===== src/rtl/dec_alu_pipe_stage.sv =====
// rtl/dec_alu_pipe_stage.sv - DEC->ALU pipeline register with valid/ready, stall, flush and optional skid entry
module dec_alu_pipe_stage #(
    parameter int DATA_W     = 32,
    parameter int REG_ADDR_W = 5,
    parameter int ALU_OP_W   = 4,
    parameter int DC_CTRL_W  = 3,
    parameter int SKID_EN    = 1
) (
    input  logic                  clk,
    input  logic                  rstN,
    input  logic                  flush,
    input  logic                  inValid,
    output logic                  inReady,
    input  logic [DATA_W-1:0]     dataReg1,
    input  logic [DATA_W-1:0]     dataReg2,
    input  logic [DATA_W-1:0]     immValueIn,
    input  logic [REG_ADDR_W-1:0] writeBackAddrIn,
    input  logic [ALU_OP_W-1:0]   ALUop,
    input  logic                  writeEnableReg,
    input  logic [DC_CTRL_W-1:0]  dataCacheControlIn,
    output logic                  outValid,
    input  logic                  outReady,
    output logic [DATA_W-1:0]     dataAlu1,
    output logic [DATA_W-1:0]     dataAlu2,
    output logic [DATA_W-1:0]     immValueOut,
    output logic [REG_ADDR_W-1:0] writeBackAddrOut,
    output logic [ALU_OP_W-1:0]   op,
    output logic                  writeEnableAlu,
    output logic [DC_CTRL_W-1:0]  dataCacheControlOut,
    output logic [1:0]            occupancy
);

    typedef struct packed {
        logic [DATA_W-1:0]     d1;
        logic [DATA_W-1:0]     d2;
        logic [DATA_W-1:0]     imm;
        logic [REG_ADDR_W-1:0] wb;
        logic [ALU_OP_W-1:0]   op;
        logic                  we;
        logic [DC_CTRL_W-1:0]  dc;
    } payload_t;

    typedef enum logic [1:0] {
        EMPTY = 2'd0,
        ONE   = 2'd1,
        FULL  = 2'd2
    } state_t;

    state_t   state_q, state_d;
    payload_t main_q, main_d;
    payload_t skid_q, skid_d;
    payload_t in_payload;
    logic     in_ready_q, in_ready_d;
    logic     in_fire, out_fire, out_valid;

    assign in_payload = '{d1: dataReg1, d2: dataReg2, imm: immValueIn, wb: writeBackAddrIn,
                          op: ALUop, we: writeEnableReg, dc: dataCacheControlIn};

    assign out_valid = (state_q != EMPTY);
    assign inReady   = (SKID_EN != 0) ? in_ready_q : (!out_valid || outReady);
    assign in_fire   = inValid && inReady;
    assign out_fire  = out_valid && outReady;

    always_comb begin
        state_d    = state_q;
        main_d     = main_q;
        skid_d     = skid_q;
        if (flush) begin
            // Payload is left stale; bubble gating below hides it.
            state_d = EMPTY;
        end else begin
            case (state_q)
                EMPTY: begin
                    if (in_fire) begin
                        main_d  = in_payload;
                        state_d = ONE;
                    end
                end
                ONE: begin
                    if (in_fire && out_fire) begin
                        main_d = in_payload;
                    end else if (in_fire && (SKID_EN != 0)) begin
                        skid_d  = in_payload;
                        state_d = FULL;
                    end else if (out_fire) begin
                        state_d = EMPTY;
                    end
                end
                FULL: begin
                    if (out_fire) begin
                        main_d  = skid_q;
                        state_d = ONE;
                    end
                end
                default: state_d = EMPTY;
            endcase
        end
        in_ready_d = (state_d != FULL);
    end

    always_ff @(posedge clk or negedge rstN) begin
        if (!rstN) begin
            state_q    <= EMPTY;
            main_q     <= '0;
            skid_q     <= '0;
            in_ready_q <= 1'b1;
        end else begin
            state_q    <= state_d;
            main_q     <= main_d;
            skid_q     <= skid_d;
            in_ready_q <= in_ready_d;
        end
    end

    assign outValid            = out_valid;
    assign dataAlu1            = main_q.d1;
    assign dataAlu2            = main_q.d2;
    assign immValueOut         = main_q.imm;
    assign writeBackAddrOut    = main_q.wb;
    assign op                  = main_q.op;
    assign writeEnableAlu      = main_q.we && out_valid;
    assign dataCacheControlOut = main_q.dc & {DC_CTRL_W{out_valid}};
    assign occupancy           = state_q;

endmodule


===== config.mk =====
export PLATFORM = sky130hd
export DESIGN_NAME = dec_alu_pipe_stage
export DESIGN_NICKNAME = d
export VERILOG_FILES = /design/src/rtl/dec_alu_pipe_stage.sv
export SDC_FILE = /design/constraint.sdc
export NUM_CORES = 1
export LEC_CHECK = 0
export CAP_MARGIN = 20
export CORE_MARGIN = 1
export CORE_UTILIZATION = 55
export DETAILED_ROUTE_END_ITERATION = 8
export GPL_TIMING_DRIVEN = 0
export PLACE_DENSITY_LB_ADDON = 0.3
export RECOVER_POWER = 100
export SLEW_MARGIN = 20
export SYNTH_ARGS = -nofsm -noshare
export SYNTH_HDL_FRONTEND = slang
export SYNTH_SLANG_ARGS = --single-unit

===== constraint.sdc =====
create_clock -name clk -period 5.6 [get_ports clk]
set_clock_uncertainty 0.15 [all_clocks]
set_input_delay 1.12 -clock clk [delete_from_list [all_inputs] [get_ports clk]]
set_output_delay 1.12 -clock clk [all_outputs]
set_load 0.02 [all_outputs]

==> impl_metrics.xml, run 1 <==
<?xml version="1.0" encoding="UTF-8"?>
<metrics>
  <group name="synthesis">
    <metric name="total_of_warnings_raised_by_yosys" unit="">0</metric>
    <metric name="synth_fp_nets" unit="">945</metric>
    <metric name="synth_cells" unit="">831</metric>
    <metric name="cell_types_occupying_the_most_area_after_synthesis" unit="">sky130_fd_sc_hd__dfrtp_1 55%, sky130_fd_sc_hd__mux2_2 12%, sky130_fd_sc_hd__mux2i_1 11%, sky130_fd_sc_hd__buf_4 8.1%, sky130_fd_sc_hd__nand2_1 4.2%</metric>
    <metric name="synth_enable_flop_cells" unit="">0</metric>
    <metric name="synth_seq_cells" unit="">221</metric>
    <metric name="postSynthAreaPerCell" unit="um^2">12.0</metric>
    <metric name="ys_types" unit="">24</metric>
    <metric name="synthDominantCellAreaShare" unit="%">55.0</metric>
    <metric name="synth.top_cells.by_count" unit="">220 x sky130_fd_sc_hd__dfrtp_1, 111 x sky130_fd_sc_hd__nand2_1, 110 x sky130_fd_sc_hd__mux2i_1, 108 x sky130_fd_sc_hd__buf_4, 104 x sky130_fd_sc_hd__mux2_2</metric>
    <metric name="async_flop_share" unit="%">100</metric>
    <metric name="ys_dominant_reg_cell" unit="">sky130_fd_sc_hd__dfrtp_1</metric>
    <metric name="synth_top_cell_by_area" unit="">sky130_fd_sc_hd__dfrtp_1</metric>
    <metric name="synthesis.area" unit="um^2">10000</metric>
    <metric name="yosysSeqAreaShare" unit="%">55.3</metric>
    <metric name="yosys.cell_count.top_type" unit="">sky130_fd_sc_hd__dfrtp_1</metric>
  </group>
  <group name="status">
    <metric name="failed_checks" unit="">max-capacitance violations, max-slew violations</metric>
    <metric name="outcome" unit="">finished with violations</metric>
  </group>
  <group name="setup_path">
    <metric name="r2r_end" unit="">dataAlu2[7]$_DFFE_PN0P_</metric>
    <metric name="worst-path-stages" unit="">9</metric>
    <metric name="crit_start" unit="">outReady</metric>
    <metric name="critical-path-top-delay-family" unit="">buffers and inverters</metric>
    <metric name="cp.buffers_inverters" unit="">5</metric>
    <metric name="timing.critical_path.cells" unit="">dlygate4sd3_1 -&gt; nor2b_1 -&gt; o41a_1 -&gt; clkbuf_1 -&gt; clkbuf_1 -&gt; clkbuf_1 -&gt; clkbuf_1 -&gt; nand2_1 -&gt; o21ai_0</metric>
    <metric name="r2r.worst_path.cells" unit="">8</metric>
    <metric name="setup.reg_to_reg.worst_slack" unit="ns">2.22</metric>
    <metric name="critPathCapture" unit="">dataAlu2[7]$_DFFE_PN0P_</metric>
    <metric name="worstPathMaxFanout" unit="">10</metric>
    <metric name="cell_type_of_the_slowest_stage_on_the_worst_timing_path" unit="">sky130_fd_sc_hd__dlygate4sd3_1</metric>
    <metric name="critical-path-max-stage-delay" unit="ns">0.61</metric>
    <metric name="cp-start-kind" unit="">primary input</metric>
    <metric name="critPathMostFrequentCell" unit="">sky130_fd_sc_hd__clkbuf_1</metric>
    <metric name="cp_data_arrival_time" unit="ns">4.37</metric>
    <metric name="worstPathRequired" unit="ns">5.86</metric>
    <metric name="worstReg2RegStart" unit="">occupancy[0]$_DFF_PN0_</metric>
    <metric name="cp-end-kind" unit="">register</metric>
    <metric name="setup.worst_path.class" unit="">in2reg</metric>
  </group>
  <group name="power_and_ir_drop">
    <metric name="power_internal" unit="mW">3.58</metric>
    <metric name="ir_drop" unit="mV">0.240</metric>
    <metric name="clock_power_share" unit="%">30.0</metric>
    <metric name="powerDensity" unit="nW/um^2">371</metric>
    <metric name="power_frac_comb" unit="%">25.3</metric>
    <metric name="sequential_fraction_of_design_power" unit="%">44.6</metric>
    <metric name="power_switching_share" unit="%">27.3</metric>
    <metric name="power_leakage" unit="nW">5.97</metric>
    <metric name="switching_power_total" unit="mW">1.34</metric>
    <metric name="post-layout-total-power" unit="mW">4.92</metric>
  </group>
  <group name="cts">
    <metric name="htreeDepth" unit="">1</metric>
    <metric name="post_cts_buffers" unit="">0</metric>
    <metric name="cts_tree" unit="">done</metric>
    <metric name="tritoncts_sink_count" unit="">221</metric>
    <metric name="post_cts_resize_count" unit="">0</metric>
    <metric name="worst_setup_hold_path_clk_slew" unit="ns">0.06</metric>
    <metric name="cts_root_buf" unit="">sky130_fd_sc_hd__clkbuf_16</metric>
    <metric name="ctsHoldBuffers" unit="">0</metric>
    <metric name="clkLatencyLatePin" unit="ns">0.50</metric>
    <metric name="cts-buffers-inserted" unit="">23</metric>
    <metric name="cts-root-to-sink-buffers" unit="">3</metric>
  </group>
  <group name="final_layout">
    <metric name="final_net_count" unit="">1198</metric>
    <metric name="fin_util" unit="%">75.6</metric>
    <metric name="areaGrowthSynthToFinish" unit="%">32.5</metric>
    <metric name="layout-drive-gt1-share" unit="%">23.2</metric>
  </group>
  <group name="timing">
    <metric name="total_negative_slack" unit="ns">0</metric>
    <metric name="rsz0062_at_grt" unit="">false</metric>
    <metric name="setup_violations" unit="">0</metric>
    <metric name="timing.final.hold_violations" unit="">0</metric>
    <metric name="finalCritPeriodShare" unit="%">73.3</metric>
    <metric name="max_slew_violation_total_from_the_final_report" unit="">54</metric>
    <metric name="timing.final.crit_period" unit="ns">4.10</metric>
    <metric name="maxClockFrequency" unit="MHz">244</metric>
    <metric name="worst_slew_pin_slew" unit="ns">3.16</metric>
    <metric name="slew_headroom" unit="%">-111</metric>
  </group>
  <group name="hold_path">
    <metric name="worst_hold_path_type" unit="">reg2reg</metric>
  </group>
  <group name="grt">
    <metric name="track_usage" unit="%">23.9</metric>
    <metric name="grt_pass1_vias" unit="">7205</metric>
    <metric name="grt_first_pass_wirelength" unit="um">35000</metric>
    <metric name="pin_count_of_the_biggest_net_entering_global_routing" unit="">95</metric>
    <metric name="antenna_found_initial" unit="">2</metric>
    <metric name="globalRouteOverflowTotal" unit="">0</metric>
  </group>
  <group name="floorplan">
    <metric name="core_region_area" unit="um^2">17500</metric>
    <metric name="ioPinCount" unit="">227</metric>
    <metric name="die-height" unit="um">137</metric>
    <metric name="initial_standard_cell_utilization_of_the_core" unit="%">57.1</metric>
    <metric name="die_w" unit="um">137</metric>
    <metric name="floorplan.die_area" unit="um^2">18700</metric>
    <metric name="row_count" unit="">48</metric>
  </group>
  <group name="route">
    <metric name="route.detailed.vias_per_inst" unit="">5.16</metric>
    <metric name="antenna_left" unit="">0</metric>
    <metric name="detailedRoute.firstIterationViolations" unit="">305</metric>
    <metric name="drt_first_pass_iters" unit="">4</metric>
    <metric name="num_vias" unit="">6849</metric>
    <metric name="wire_per_inst" unit="um">16.4</metric>
    <metric name="wl" unit="um">21800</metric>
    <metric name="remaining_drc_errors" unit="">0</metric>
  </group>
  <group name="placement">
    <metric name="place_hpwl" unit="um">15100</metric>
    <metric name="gpl.final_weighted_congestion" unit="">0.798</metric>
    <metric name="placement.io_buffers" unit="">226</metric>
  </group>
  <group name="flow_run">
    <metric name="maxCapViolations" unit="">1</metric>
  </group>
</metrics>
[layout by cell type, fill, tap and decap left out, drive strengths merged]
cell type and count:
mux2i 110, nor2b 6, o41a 1, mux2 109
inv 2, diode 2, o21ai 109, o22a 1
nand3b 1, a21oi 1, buf 119, nand4bb 1
dlygate4sd3 115, nand2b 1, dfrtp 220, nor2 2
and3b 1, dfstp 1, clkbuf 74, a211o 1
clkdlybuf4s50 110, clkinv 3, bufinv 1, nand2 111
[layer usage]
layer / vias up / track usage, % / routed length, um
li1: 3248 / - / -
met1: 3354 / 30.8 / 9210
met2: 208 / 39.7 / 10300
met3: 39 / 6.63 / 1850
met4: 0 / 6.29 / 419
met5: - / 0 / 0
[sequential cells by signal (all words and copies together), names as in the netlist]
signal            count
skid_q              109
main_q                4
op                    4
occupancy             2
dataAlu2             32
immValueOut          32
dataAlu1             32
writeBackAddrOut      5
inReady               1
[power by group through the flow]
stage	logic (mW)	clock network [mW]	registers (mW)
finish	1.25	1.48	2.20
global route	1.36	1.56	2.24
CTS	1.34	1.51	2.19
detailed placement	1.33	0	2.22
global placement	1.29	0	2.20
floorplan	0.820	0	2.16
[worst reg2reg max path, delay by kind of cell, from the launching register on]
kind,cells,cell delay (ns)
buffers and inverters,4,2.00
AND/OR/NAND/NOR,2,0.38
flip-flops,1,0.48
AO/OA/AOI/OAI,2,0.28
[cell type report]
cell class | count | area (um^2)
fill | 1186 | 4270
sequential | 221 | 5530
buffer | 153 | 991
clock inverter | 4 | 45.0
multi-input combinational | 455 | 3400
timing repair buffer | 228 | 2310
antenna | 2 | 5.00
tap | 225 | 282
inverter | 2 | 7.51
clock buffer | 37 | 688
[worst min-delay path by stage]
stage,from,endpoint,cells after the start
final,dataAlu1[3]$_DFFE_PN0P_,dataAlu1[3]$_DFFE_PN0P_,2
after floorplan,main_q[0]$_DFFE_PN0P_,main_q[0]$_DFFE_PN0P_,2
after global placement,op[1]$_DFFE_PN0P_,op[1]$_DFFE_PN0P_,2
after global routing,immValueOut[24]$_DFFE_PN0P_,immValueOut[24]$_DFFE_PN0P_,2
after CTS,main_q[0]$_DFFE_PN0P_,main_q[0]$_DFFE_PN0P_,2
after detailed placement,main_q[0]$_DFFE_PN0P_,main_q[0]$_DFFE_PN0P_,2
[cells by family (layout without fill, tap and decap cells)]
| family | count (synthesis) | after routing | synth area share, % |
|---|---|---|---|
| compound gates | 113 | 113 | 5.79 |
| mux | 219 | 219 | 23.3 |
| other cells | 0 | 2 | 0 |
| flops | 221 | 221 | 55.3 |
| simple gates | 123 | 123 | 5.02 |
| buf+inv | 155 | 424 | 10.7 |
[metrics by stage]
stage	hold slack, ns	worst slack (ns)	instance area [um^2]	instances
floorplan	0.292	3.11	10000	831
global placement	0.312	-6.08	12600	1282
detailed placement	0.320	2.31	12600	1284
CTS	0.334	2.34	13300	1325
global route	0.356	1.24	13300	1326
finish	0.331	1.50	13300	1327
Power figures use the tool's default switching activity.
==> run 2, diff against run 1 <==
--- a/config.mk
+++ b/config.mk
@@ -7,7 +7,7 @@
 export LEC_CHECK = 0
 export CAP_MARGIN = 20
 export CORE_MARGIN = 1
-export CORE_UTILIZATION = 55
+export CORE_UTILIZATION = 51
 export DETAILED_ROUTE_END_ITERATION = 8
 export GPL_TIMING_DRIVEN = 0
 export PLACE_DENSITY_LB_ADDON = 0.3
==> constraint.sdc (replaced) <==
create_clock -name clk -period 4.2 [get_ports clk]
set_clock_uncertainty 0.15 [all_clocks]
set_input_delay 0.84 -clock clk [delete_from_list [all_inputs] [get_ports clk]]
set_output_delay 0.84 -clock clk [all_outputs]
set_load 0.02 [all_outputs]
==> impl_metrics.xml, run 2 (synthesized netlist as in run 1, its figures left out) <==
<?xml version="1.0" encoding="UTF-8"?>
<metrics>
  <group name="setup_path">
    <metric name="r2r.worst_path.cells" unit="">7</metric>
    <metric name="timing.critical_path.cells" unit="">dlygate4sd3_1 -&gt; nor2b_4 -&gt; o41a_1 -&gt; clkbuf_1 -&gt; clkbuf_1 -&gt; clkbuf_1 -&gt; nand2_1 -&gt; o21ai_0</metric>
    <metric name="setup.reg_to_reg.worst_slack" unit="ns">1.25</metric>
    <metric name="cp.buffers_inverters" unit="">4</metric>
    <metric name="critical-path-top-delay-family" unit="">buffers and inverters</metric>
    <metric name="critPathMostFrequentCell" unit="">sky130_fd_sc_hd__clkbuf_1</metric>
    <metric name="setup.worst_path.class" unit="">in2reg</metric>
    <metric name="cell_type_of_the_slowest_stage_on_the_worst_timing_path" unit="">sky130_fd_sc_hd__dlygate4sd3_1</metric>
    <metric name="cp_data_arrival_time" unit="ns">3.64</metric>
    <metric name="worstPathRequired" unit="ns">4.47</metric>
    <metric name="r2r_end" unit="">dataAlu1[6]$_DFFE_PN0P_</metric>
    <metric name="worstPathMaxFanout" unit="">10</metric>
    <metric name="cp-end-kind" unit="">register</metric>
    <metric name="crit_start" unit="">outReady</metric>
    <metric name="worstReg2RegStart" unit="">occupancy[0]$_DFF_PN0_</metric>
    <metric name="cp-start-kind" unit="">primary input</metric>
    <metric name="critical-path-max-stage-delay" unit="ns">0.63</metric>
  </group>
  <group name="final_layout">
    <metric name="mostFrequentLayoutCells" unit="">220 x sky130_fd_sc_hd__dfrtp_1, 115 x sky130_fd_sc_hd__dlygate4sd3_1, 111 x sky130_fd_sc_hd__nand2_1</metric>
    <metric name="largest_register" unit="">skid_q</metric>
    <metric name="fillCellCount" unit="">1404</metric>
    <metric name="areaGrowthSynthToFinish" unit="%">34.1</metric>
    <metric name="layoutNonFillerInstCount" unit="">1364</metric>
    <metric name="mostFrequentLayoutCell" unit="">sky130_fd_sc_hd__dfrtp_1</metric>
    <metric name="final_net_count" unit="">1199</metric>
    <metric name="largest_register_ffs" unit="">109</metric>
    <metric name="layout-drive-gt1-share" unit="%">24.3</metric>
  </group>
  <group name="cts">
    <metric name="cts-root-to-sink-buffers" unit="">3</metric>
    <metric name="cts_tree" unit="">done</metric>
    <metric name="tritoncts_sink_count" unit="">221</metric>
    <metric name="htreeDepth" unit="">1</metric>
    <metric name="clkLatencyLatePin" unit="ns">0.50</metric>
    <metric name="post_cts_resize_count" unit="">0</metric>
    <metric name="ctsHoldBuffers" unit="">0</metric>
    <metric name="worst_setup_hold_path_clk_slew" unit="ns">0.06</metric>
    <metric name="cts-buffers-inserted" unit="">24</metric>
    <metric name="cts_root_buf" unit="">sky130_fd_sc_hd__clkbuf_16</metric>
    <metric name="post_cts_buffers" unit="">0</metric>
  </group>
  <group name="grt">
    <metric name="grt_pass1_vias" unit="">6900</metric>
    <metric name="pin_count_of_the_biggest_net_entering_global_routing" unit="">99</metric>
    <metric name="globalRouteOverflowTotal" unit="">0</metric>
    <metric name="track_usage" unit="%">22.3</metric>
    <metric name="antenna_found_initial" unit="">2</metric>
    <metric name="grt_first_pass_wirelength" unit="um">35200</metric>
  </group>
  <group name="hold_path">
    <metric name="timing.hold.worst.start" unit="">dataAlu1[19]$_DFFE_PN0P_</metric>
    <metric name="worst_hold_path_type" unit="">reg2reg</metric>
    <metric name="worst_hold_path.num_cells" unit="">2</metric>
    <metric name="hold_endpoint" unit="">dataAlu1[19]$_DFFE_PN0P_</metric>
  </group>
  <group name="timing">
    <metric name="worst_slew_pin_slew" unit="ns">1.59</metric>
    <metric name="timing.final.hold_violations" unit="">0</metric>
    <metric name="setup_violations" unit="">0</metric>
    <metric name="timing.final.crit_period" unit="ns">3.37</metric>
    <metric name="max_slew_violation_total_from_the_final_report" unit="">28</metric>
    <metric name="slew_headroom" unit="%">-6.04</metric>
    <metric name="rsz0062_at_grt" unit="">false</metric>
    <metric name="postLayoutSetupSlackWorst" unit="ns">0.827</metric>
    <metric name="maxClockFrequency" unit="MHz">296</metric>
    <metric name="finalCritPeriodShare" unit="%">80.3</metric>
  </group>
  <group name="floorplan">
    <metric name="ioPinCount" unit="">227</metric>
    <metric name="initial_standard_cell_utilization_of_the_core" unit="%">52.8</metric>
    <metric name="row_count" unit="">50</metric>
    <metric name="die_w" unit="um">142</metric>
    <metric name="floorplan.die_area" unit="um^2">20200</metric>
    <metric name="core_region_area" unit="um^2">19000</metric>
    <metric name="die-height" unit="um">142</metric>
  </group>
  <group name="status">
    <metric name="failed_checks" unit="">max-capacitance violations, max-slew violations</metric>
    <metric name="outcome" unit="">finished with violations</metric>
  </group>
  <group name="route">
    <metric name="wire_per_inst" unit="um">16.1</metric>
    <metric name="detailedRoute.firstIterationViolations" unit="">165</metric>
    <metric name="drt_first_pass_iters" unit="">4</metric>
    <metric name="antenna_left" unit="">0</metric>
    <metric name="route.detailed.vias_per_inst" unit="">5.00</metric>
    <metric name="wl" unit="um">21900</metric>
    <metric name="remaining_drc_errors" unit="">0</metric>
    <metric name="num_vias" unit="">6824</metric>
  </group>
  <group name="placement">
    <metric name="placed_cells_incl_taps" unit="">1319</metric>
    <metric name="gpl.final_weighted_congestion" unit="">0.750</metric>
    <metric name="placement.io_buffers" unit="">226</metric>
    <metric name="dp_worst_setup_slack" unit="ns">1.21</metric>
    <metric name="place_hpwl" unit="um">15100</metric>
  </group>
  <group name="power_and_ir_drop">
    <metric name="power_leakage" unit="nW">6.03</metric>
    <metric name="ir_drop" unit="mV">0.318</metric>
    <metric name="powerDensity" unit="nW/um^2">503</metric>
    <metric name="post-layout-total-power" unit="mW">6.76</metric>
  </group>
  <group name="flow_run">
    <metric name="maxCapViolations" unit="">1</metric>
  </group>
</metrics>
## run 2: final cells by class
type	count	area [um^2]	share of cell area, %
Timing Repair Buffer	228	2290	17.1
Antenna cell	1	2.50	0.0186
Clock inverter	8	98.8	0.736
Multi-Input combinational cell	455	3410	25.4
Clock buffer	36	737	5.49
Tap cell	260	325	2.42
Sequential cell	221	5530	41.2
Buffer	153	1020	7.61
Inverter	2	7.51	0.0559
## run 2: where the power goes
part / internal (mW) / switching [mW] / total [mW]
logic: 0.940 / 0.723 / 1.66
registers: 2.66 / 0.275 / 2.93
clock network: 1.34 / 0.831 / 2.17
## run 2: how the worst max path moves through the flow
| stage | slack (ns) | cells past startpoint | end |
|---|---|---|---|
| 6_report | 0.83 | 8 | dataAlu1[6]$_DFFE_PN0P_ |
| 5_1_grt | 0.59 | 2 | immValueOut[12]$_DFFE_PN0P_ |
| 4_1_cts | 1.22 | 3 | dataCacheControlOut[2] |
| 3_5_place_dp | 1.21 | 9 | dataAlu2[14]$_DFFE_PN0P_ |
| 3_3_place_gp | -7.35 | 1 | skid_q[20]$_DFFE_PN0P_ |
| 2_1_floorplan | 1.99 | 8 | dataAlu2[14]$_DFFE_PN0P_ |
## run 2: worst min-delay path: stages (launching register included)
cell and delay (ns):
sky130_fd_sc_hd__dfrtp_1 0.34, sky130_fd_sc_hd__nand2_1 0.05, sky130_fd_sc_hd__o21ai_0 0.06
## run 2: layer usage
metal	track usage, %	part of all wire (%)	wire length (um)
met5	0	0.078	17
met4	7.92	3.0	667
met3	4.34	5.5	1210
met2	37.5	49	10700
met1	28.7	42	9300
## run 2: through the flow
| step | hold slack [ns] | utilization (%) | cell area [um^2] | TNS [ns] |
|---|---|---|---|---|
| 2_1_floorplan | 0.292 | - | 10000 | 0 |
| 3_3_place_gp | 0.312 | 66.5 | 12600 | -1617.85 |
| 3_5_place_dp | 0.321 | 66.8 | 12700 | 0 |
| 4_1_cts | 0.0269 | 71.2 | 13500 | 0 |
| 5_1_grt | 0.352 | 70.8 | 13400 | 0 |
| 6_report | 0.329 | 70.8 | 13400 | 0 |
